===== config.mk =====
export PLATFORM = sky130hd
export DESIGN_NAME = serial_deserializer
export DESIGN_NICKNAME = d
export VERILOG_FILES = /design/src/rtl/serial_deserializer_pkg.sv /design/src/rtl/serial_deserializer_out_reg.sv /design/src/rtl/serial_deserializer.sv
export SDC_FILE = /design/constraint.sdc
export NUM_CORES = 1
export LEC_CHECK = 0
export BUFFER_PORTS_ARGS = -buffer_cell sky130_fd_sc_hd__buf_2
export CAP_MARGIN = 5
export CORE_MARGIN = 2
export CORE_UTILIZATION = 44
export CTS_CLUSTER_DIAMETER = 200
export DETAILED_ROUTE_END_ITERATION = 16
export PLACE_DENSITY_LB_ADDON = 0.15
export SLEW_MARGIN = 25
export SYNTH_ARGS = -nofsm -noshare
export SYNTH_HDL_FRONTEND = slang
export SYNTH_SLANG_ARGS = --single-unit

===== constraint.sdc =====
create_clock -name clk -period 1.3 [get_ports clk]
set_input_delay 0.13 -clock clk [delete_from_list [all_inputs] [get_ports clk]]
set_output_delay 0.13 -clock clk [all_outputs]
set_load 0.02 [all_outputs]

===== src/rtl/serial_deserializer_pkg.sv =====
// +----------------------------------------------------------------------------+
// | Module  : serial_deserializer_pkg                                          |
// | Brief   : Shared FSM encoding and bit-order constants for the deserializer.|
// |           Optional macro DESER_PARITY_EN adds one even-parity bit per word.|
// | Revision: 1.0 - initial release                                            |
// +----------------------------------------------------------------------------+
`default_nettype none

package serial_deserializer_pkg;

  typedef enum logic {
    ST_IDLE  = 1'b0,
    ST_SHIFT = 1'b1
  } state_t;

  localparam logic ORD_MSB_FIRST = 1'b0;
  localparam logic ORD_LSB_FIRST = 1'b1;

`ifdef DESER_PARITY_EN
  localparam int PARITY_BITS = 1;
`else
  localparam int PARITY_BITS = 0;
`endif

endpackage

`default_nettype wire


===== src/rtl/serial_deserializer_out_reg.sv =====
// +----------------------------------------------------------------------------+
// | Module  : deser_out_reg                                                    |
// | Brief   : Valid/ready output holding register with sticky overrun flag.    |
// |           Optional macro DESER_PARITY_EN carries a parity-error bit.       |
// | Revision: 1.0 - initial release                                            |
// +----------------------------------------------------------------------------+
`default_nettype none

module deser_out_reg #(
  parameter int WIDTH = 4
) (
  input  logic             clk,
  input  logic             clr,
  input  logic             i_wr,
  input  logic [WIDTH-1:0] i_data,
`ifdef DESER_PARITY_EN
  input  logic             i_perr,
  output logic             o_perr,
`endif
  input  logic             i_ready,
  output logic [WIDTH-1:0] o_data,
  output logic             o_valid,
  output logic             o_overrun
);

  logic [WIDTH-1:0] r_data;
  logic             r_valid;
  logic             r_overrun;
`ifdef DESER_PARITY_EN
  logic             r_perr;
`endif

  // A new word may replace the held one only when the slot is empty or being consumed now.
  always_ff @(posedge clk) begin
    if (clr) begin
      r_data    <= '0;
      r_valid   <= 1'b0;
      r_overrun <= 1'b0;
`ifdef DESER_PARITY_EN
      r_perr    <= 1'b0;
`endif
    end else if (i_wr && (!r_valid || i_ready)) begin
      r_data  <= i_data;
      r_valid <= 1'b1;
`ifdef DESER_PARITY_EN
      r_perr  <= i_perr;
`endif
    end else if (i_wr) begin
      r_overrun <= 1'b1;
    end else if (i_ready) begin
      r_valid <= 1'b0;
    end
  end

  assign o_data    = r_data;
  assign o_valid   = r_valid;
  assign o_overrun = r_overrun;
`ifdef DESER_PARITY_EN
  assign o_perr    = r_perr;
`endif

endmodule

`default_nettype wire


===== src/rtl/serial_deserializer.sv =====
// +----------------------------------------------------------------------------+
// | Module  : serial_deserializer                                              |
// | Brief   : Rebuilds WIDTH-bit words from a serial stream, MSB or LSB first. |
// |           Optional macro DESER_PARITY_EN: trailing even-parity bit/word.   |
// | Revision: 1.0 - initial release                                            |
// +----------------------------------------------------------------------------+
`default_nettype none

module serial_deserializer
  import serial_deserializer_pkg::*;
#(
  parameter  int WIDTH = 4,
  localparam int CNT_W = $clog2(WIDTH + 1 + PARITY_BITS)
) (
  input  logic             clk,
  input  logic             clr,
  input  logic             s_in,
  input  logic             s_valid,
  input  logic             dir,
  input  logic             abort,
  output logic [WIDTH-1:0] q_out,
  output logic             q_valid,
  input  logic             q_ready,
  output logic             busy,
  output logic [CNT_W-1:0] bit_cnt,
  output logic             overrun
`ifdef DESER_PARITY_EN
  ,
  output logic             parity_err
`endif
);

  localparam int             c_nbits = WIDTH + PARITY_BITS;
  localparam logic [CNT_W-1:0] c_last  = CNT_W'(c_nbits - 1);

  state_t           r_state;
  logic             r_order;
  logic [WIDTH-1:0] r_acc;
  logic [CNT_W-1:0] r_cnt;

  state_t           w_state_nxt;
  logic             w_order_nxt;
  logic [WIDTH-1:0] w_acc_nxt;
  logic [CNT_W-1:0] w_cnt_nxt;
  logic             w_order_eff;
  logic [WIDTH-1:0] w_acc_shift;
  logic             w_is_data;
  logic             w_complete;
  logic [WIDTH-1:0] w_cand;
`ifdef DESER_PARITY_EN
  logic             w_perr;
`endif

  always_ff @(posedge clk) begin
    if (clr) begin
      r_state <= ST_IDLE;
      r_order <= ORD_MSB_FIRST;
      r_acc   <= '0;
      r_cnt   <= '0;
    end else begin
      r_state <= w_state_nxt;
      r_order <= w_order_nxt;
      r_acc   <= w_acc_nxt;
      r_cnt   <= w_cnt_nxt;
    end
  end

  // The first bit of a word takes its order from dir directly; later bits use the latched flag.
  always_comb begin
    w_order_eff = (r_state == ST_IDLE) ? dir : r_order;
    w_acc_shift = (w_order_eff == ORD_MSB_FIRST) ? {r_acc[WIDTH-2:0], s_in}
                                                 : {s_in, r_acc[WIDTH-1:1]};
`ifdef DESER_PARITY_EN
    w_is_data   = (r_cnt < CNT_W'(WIDTH));
    w_cand      = r_acc;
    w_perr      = (^r_acc) ^ s_in;
`else
    w_is_data   = 1'b1;
    w_cand      = w_acc_shift;
`endif
  end

  always_comb begin
    w_state_nxt = r_state;
    w_order_nxt = r_order;
    w_acc_nxt   = r_acc;
    w_cnt_nxt   = r_cnt;
    w_complete  = 1'b0;
    if (abort) begin
      w_state_nxt = ST_IDLE;
      w_acc_nxt   = '0;
      w_cnt_nxt   = '0;
    end else if (s_valid) begin
      w_order_nxt = w_order_eff;
      if (w_is_data) begin
        w_acc_nxt = w_acc_shift;
      end
      case (r_state)
        ST_IDLE: begin
          w_state_nxt = ST_SHIFT;
          w_cnt_nxt   = CNT_W'(1);
        end
        ST_SHIFT: begin
          if (r_cnt == c_last) begin
            w_complete  = 1'b1;
            w_state_nxt = ST_IDLE;
            w_cnt_nxt   = '0;
          end else begin
            w_cnt_nxt = r_cnt + CNT_W'(1);
          end
        end
        default: w_state_nxt = ST_IDLE;
      endcase
    end
  end

  deser_out_reg #(
    .WIDTH(WIDTH)
  ) u_out_reg (
    .clk      (clk),
    .clr      (clr),
    .i_wr     (w_complete),
    .i_data   (w_cand),
`ifdef DESER_PARITY_EN
    .i_perr   (w_perr),
    .o_perr   (parity_err),
`endif
    .i_ready  (q_ready),
    .o_data   (q_out),
    .o_valid  (q_valid),
    .o_overrun(overrun)
  );

  assign bit_cnt = r_cnt;
  assign busy    = (r_cnt != '0);

endmodule

`default_nettype wire


==> impl_metrics.env, run 1 <==
export IMPL_wl_um=1370
export IMPL_postSynthCellCount=69
export IMPL_syn_num_nets=78
export IMPL_critPathTopFamily="multiplexers"
export IMPL_fin_nets=99
export IMPL_power_density_nw_per_um2=980
export IMPL_power_switching_w=0.000210
export IMPL_dr_pass1_iters=4
export IMPL_core_sq_um=1450
export IMPL_drt_iter0_drc=8
export IMPL_met3_length_um=92
export IMPL_met1_length_um=649
export IMPL_intPower_w=0.000627
export IMPL_fin_skew_ns=0.00359
export IMPL_htree_levels=1
export IMPL_dr_wl_met2_um=595
export IMPL_synth_top_area_cell="dfxtp_1"
export IMPL_cts_sink_count=15
export IMPL_r2r_end="r_acc[2]"
export IMPL_design_area_sq_um=855
export IMPL_synth_area_sq_um=667
export IMPL_cts_clk_slew_worst_paths_ns=0.09
export IMPL_layout_worst_path_cycle_share_pct=97.1
export IMPL_stdcell_count=105
export IMPL_n_fill_cell=139
export IMPL_antenna_left=0
export IMPL_io_buffers=16
export IMPL_place_area_sq_um=787
export IMPL_seqCellArea_sq_um=309
export IMPL_worst_pin_slew_ns=0.360
export IMPL_num_rows=14
export IMPL_grt_max_degree=16
export IMPL_p_leak_nw=0.343
export IMPL_syn_to_final_growth_pct=28.1
export IMPL_yosysSeqAreaShare_pct=45.0
export IMPL_synth_top_area_share_pct=45.0
export IMPL_drive_gt1_share_pct=43.8
export IMPL_routed_top_layer="met4"
export IMPL_critPathLaunchType="flop"
export IMPL_grt_pass1_vias=515
export IMPL_crit_path_end_kind="flop"
export IMPL_ir_drop_mv=0.640
export IMPL_place_congestion=0.724
export IMPL_crit_fanout=5
export IMPL_dr_total_vias=574
export IMPL_synth_area_leaders="dfxtp_1 45%, mux2i_1 6.0%, a21oi_1 5.3%"
export IMPL_avgViaCountPerCell=5.47
export IMPL_setup_viol=0
export IMPL_max_slew_margin_pct=75.9
export IMPL_die_y_um=42.9
export IMPL_clock_path_buffers=2
export IMPL_die_x_um=42.9
export IMPL_post_route_util_pct=58.8
export IMPL_dp_hpwl_um=970
export IMPL_cts_tree="yes"
export IMPL_fmax_ghz=0.792
export IMPL_crit_buf_inv=0
export IMPL_whs_endpoint="r_state"
export IMPL_p_sw_share_pct=25.1
export IMPL_finalCriticalPeriod_ns=1.26
export IMPL_hold_buffers=0
export IMPL_timing_reg2reg_worst_path_depth=3
export IMPL_route_detailed_drc=0
export IMPL_grt_pass1_wl_um=2260
export IMPL_crit_reg2reg_launch="r_state"
export IMPL_crit_type="reg -> reg"
export IMPL_clk_insertion_delay_late_ns=0.29
export IMPL_grtUsageTotal_pct=17.3
export IMPL_p_seq_share_pct=57.0
export IMPL_dp_slack_ns=0.00228
export IMPL_antenna_found_initial=0
export IMPL_pin_count=17
export IMPL_gr_total_overflow=0
export IMPL_wl_per_cell_um=13.0
export IMPL_yosysUniqueCellTypes=24
export IMPL_synth_warnings=0
export IMPL_pwr_share_clk_pct=31.5
export IMPL_min_delay_start="abort"
export IMPL_cts_root_buf="clkbuf_4"
export IMPL_status="finished clean"
export IMPL_slowest_delay_ns=0.38
export IMPL_hold_viol=0
export IMPL_syn_area_per_cell_sq_um=9.67
export IMPL_synth_seq_cells=15
export IMPL_fin_ws_ns=0.0373
export IMPL_holdPathStages=2
export IMPL_dp_cells=100
export IMPL_drv_slew=0
export IMPL_crit_path_cell_trace="mux2i_4, mux2i_2, a21oi_1"
export IMPL_cp_arrival_ns=1.44
export IMPL_reg2reg_slack_ns=0.04
export IMPL_crit_required_ns=1.48
export IMPL_rsz0062_at_grt="yes"
export IMPL_cts_buffers_inserted=3
export IMPL_maxCapViolCount=0
export IMPL_min_path_type="in -> reg"
export IMPL_multi_input_area_sq_um=367
export IMPL_worstSetupPathDepth=3
export IMPL_dieArea_sq_um=1840
export IMPL_cpMaxStageDelayCell="dfxtp_4"
export IMPL_start_util_pct=45.9
export IMPL_insertedDiodeCount=0
export IMPL_power_frac_comb_pct=11.4
==> power by group through the flow <==
stage	clock (W)	sequential [W]	combinational (W)
finish	0.000264	0.000477	0.0000957
global route	0.000301	0.000479	0.000106
CTS	0.000282	0.000477	0.0000854
detailed placement	0	0.000488	0.0000832
global placement	0	0.000487	0.0000821
floorplan	0	0.000489	0.0000508
==> how the worst max path moves through the flow <==
stage,startpoint,to
after global routing,r_state,r_acc[2]
after floorplan,bit_cnt[0],r_state
after CTS,r_state,u_out_reg.o_data[3]
after global placement,r_state,r_acc[3]
final,r_state,r_acc[2]
after detailed placement,r_state,u_out_reg.o_data[3]
==> per-layer routing <==
layer  global-route usage [%]  vias to the layer above
met2                     23.9                       15
met4                     9.09                        0
met3                     8.09                        5
met1                     22.1                      263
met5                        0                        -
li1                         -                      291
==> final cells by class <==
cell class,instances,share of cell area (%)
well taps,16,2.34
flip-flops and latches,15,36.2
repair buffers,20,13.6
inverters,4,1.76
clock buffers,3,2.64
multi-input cells,46,42.9
clock inverters,1,0.586
==> synth_stat cells (all sizes together) <==
cell and instances:
a211oi 5, mux2i 5, nor2b 1, nand2 1
clkbuf 2, ha 2, dfxtp 15, and3b 1
a41oi 1, and3 2, a31oi 4, nand2b 3
buf 2, and2 1, nor2 4, inv 4
a21oi 7, a2111oi 1, o21ai 7, nand3 1
==> stage by stage <==
stage / total power [W] / hold slack (ns) / TNS (ns)
5_1_grt: 0.000886 / 0.0290 / -0.0418
2_1_floorplan: 0.000540 / 0.206 / 0
4_1_cts: 0.000844 / 0.0343 / 0
3_3_place_gp: 0.000570 / 0.345 / 0
6_report: 0.000837 / 0.0346 / 0
3_5_place_dp: 0.000571 / 0.347 / 0
==> flip-flops by register name (all words and copies together) (netlist names) <==
name                 count
u_out_reg.o_data         4
r_order                  1
r_state                  1
bit_cnt                  3
u_out_reg.o_overrun      1
u_out_reg.o_valid        1
r_acc                    4
==> placed cells by master (no fill, tap or decap), drive strengths merged, types with 2 or more instances in the layout <==
cell type | Yosys | routed
buf | 2 | 20
dfxtp | 15 | 15
o21ai | 7 | 7
a21oi | 7 | 7
mux2i | 5 | 5
a211oi | 5 | 5
inv | 4 | 4
nor2 | 4 | 4
a31oi | 4 | 4
nand2b | 3 | 3
clkbuf | 2 | 3
and3 | 2 | 2
ha | 2 | 2
==> cell families (layout without fill, tap and decap cells) <==
logic type / count (synthesis) / after routing / share of synthesized area (%)
adders and majority gates: 2 / 2 / 3.75
and+or+nand+nor: 14 / 14 / 12.4
AOI/OAI and AO/OA: 25 / 25 / 24.2
muxes: 5 / 5 / 9.38
buffers and inverters: 8 / 28 / 5.25
DFF: 15 / 15 / 45.0
==> timing repair <==
item	in CTS	in global routing
setup endpoints to repair	2	9
buffers inserted	0	1
gates resized for setup	1	9
pin swaps	0	1
gates cloned	0	0
Power figures use the tool's default switching activity.
==> run 2: changes to the inputs <==
Settings changed: PLACE_DENSITY from default to 0.71, PLACE_DENSITY_LB_ADDON 0.15 to default.
==> impl_metrics.env, run 2 (synthesized netlist as in run 1, its figures left out) <==
export IMPL_status="finished clean"
export IMPL_place_congestion=0.799
export IMPL_final_cell_mix="15 x buf_2, 12 x dfxtp_1, 7 x o21ai_0, 7 x a21oi_1"
export IMPL_total_power_w=0.000837
export IMPL_dieArea_sq_um=1840
export IMPL_dr_pass1_iters=4
export IMPL_drv_slew=0
export IMPL_grt_pass1_wl_um=2260
export IMPL_drt_iter0_drc=11
export IMPL_dr_wl_met2_um=623
export IMPL_crit_reg2reg_launch="bit_cnt[0]"
export IMPL_p_leak_nw=0.345
export IMPL_grt_max_degree=16
export IMPL_antenna_left=0
export IMPL_gr_total_overflow=0
export IMPL_fmax_ghz=0.783
export IMPL_wl_um=1370
export IMPL_syn_to_final_growth_pct=26.8
export IMPL_dp_slack_ns=-0.0123
export IMPL_layout_worst_path_cycle_share_pct=98.3
export IMPL_hold_buffers=0
export IMPL_die_y_um=42.9
export IMPL_avgViaCountPerCell=5.37
export IMPL_clock_path_buffers=2
export IMPL_finalCriticalPeriod_ns=1.28
export IMPL_dp_hpwl_um=977
export IMPL_wl_per_cell_um=13.1
export IMPL_timing_reg2reg_worst_path_depth=4
export IMPL_cts_buffers_inserted=3
export IMPL_antenna_found_initial=0
export IMPL_final_setup_tns_ns=0
export IMPL_r2r_end="u_out_reg.o_data[3]"
export IMPL_grtUsageTotal_pct=16.0
export IMPL_hold_viol=0
export IMPL_cts_root_buf="clkbuf_4"
export IMPL_dr_total_vias=558
export IMPL_routed_top_layer="met4"
export IMPL_worst_pin_slew_ns=0.352
export IMPL_start_util_pct=45.9
export IMPL_pin_count=17
export IMPL_cp_arrival_ns=1.49
export IMPL_crit_required_ns=1.51
export IMPL_fin_skew_ns=0.00389
export IMPL_rsz0062_at_grt="yes"
export IMPL_route_detailed_drc=0
export IMPL_min_path_type="in -> reg"
export IMPL_grt_pass1_vias=533
export IMPL_ir_drop_mv=0.592
export IMPL_cts_clk_slew_worst_paths_ns=0.09
export IMPL_critPathLaunchType="flop"
export IMPL_crit_path_end_kind="flop"
export IMPL_setup_viol=0
export IMPL_maxCapViolCount=0
export IMPL_die_x_um=42.9
export IMPL_startpoint="bit_cnt[0]"
export IMPL_crit_fanout=8
export IMPL_crit_path_end="u_out_reg.o_data[3]"
export IMPL_met3_length_um=76
export IMPL_io_buffers=16
export IMPL_drive_gt1_share_pct=39.8
export IMPL_fin_ws_ns=0.0223
export IMPL_num_rows=14
export IMPL_cts_sink_count=15
export IMPL_max_slew_margin_pct=76.5
export IMPL_met1_length_um=654
export IMPL_insertedDiodeCount=0
export IMPL_reg2reg_slack_ns=0.02
export IMPL_power_density_nw_per_um2=990
export IMPL_crit_type="reg -> reg"
export IMPL_core_sq_um=1450
export IMPL_cts_tree="yes"
export IMPL_final_common_cell="buf_2"
export IMPL_clk_insertion_delay_late_ns=0.28
export IMPL_htree_levels=1
export IMPL_fin_nets=98
run 2: cell types whose count changed in the layout (fill, tap and decap cells not counted):
cell,previous run,this run
ha_1,0,1
mux2i_2,4,2
buf_6,1,0
ha_2,1,0
mux2i_1,0,2
a2111oi_2,1,0
a2111oi_4,0,1
run 2: routing by layer:
metal / vias to the layer above / global-route usage (%)
met5: - / 0
met4: 0 / 7.27
met3: 2 / 3.40
met2: 17 / 23.3
met1: 252 / 22.4
li1: 287 / -
run 2: worst min-delay path by stage:
stage / startpoint / to / slack [ns] / cells after the start
global placement: abort / r_state / 0.34 / 2
finish: abort / r_state / 0.07 / 2
detailed placement: abort / r_state / 0.34 / 2
global route: abort / r_state / 0.06 / 2
floorplan: abort / r_state / 0.21 / 1
CTS: abort / r_state / 0.03 / 2
run 2: repair_timing:
action                     4_1_cts  5_1_grt
setup endpoints to repair        2        5
pin swaps                        0        1
buffers inserted                 0        0
gates resized for setup          2        5
run 2: power by group:
group / switching, W / internal (W)
registers: 0.00000961 / 0.000467
logic: 0.0000522 / 0.0000407
clock network: 0.000154 / 0.000114
run 2: per-stage QoR:
| stage | utilization [%] | hold slack (ns) | cell area [sq um] | cells |
|---|---|---|---|---|
| 2_1_floorplan | - | 0.206 | 684 | 69 |
| 3_3_place_gp | 54.1 | 0.341 | 787 | 100 |
| 3_5_place_dp | 54.1 | 0.344 | 787 | 100 |
| 4_1_cts | 56.4 | 0.0311 | 820 | 104 |
| 5_1_grt | 58.2 | 0.0582 | 846 | 104 |
| 6_report | 58.2 | 0.0679 | 846 | 104 |
run 2: final cells by class:
type                            count  area [sq um]
Timing Repair Buffer               19           105
Clock buffer                        3          22.5
Multi-Input combinational cell     46           369
Clock inverter                      1          5.00
Inverter                            4          15.0
Sequential cell                    15           309
Tap cell                           16          20.0
Fill cell                         133           608
run 2: critical path: stages (launching register included):
cell      delay, ns
dfxtp_4        0.37
ha_4           0.16
and3b_2        0.28
and3_4         0.19
a211oi_2       0.20
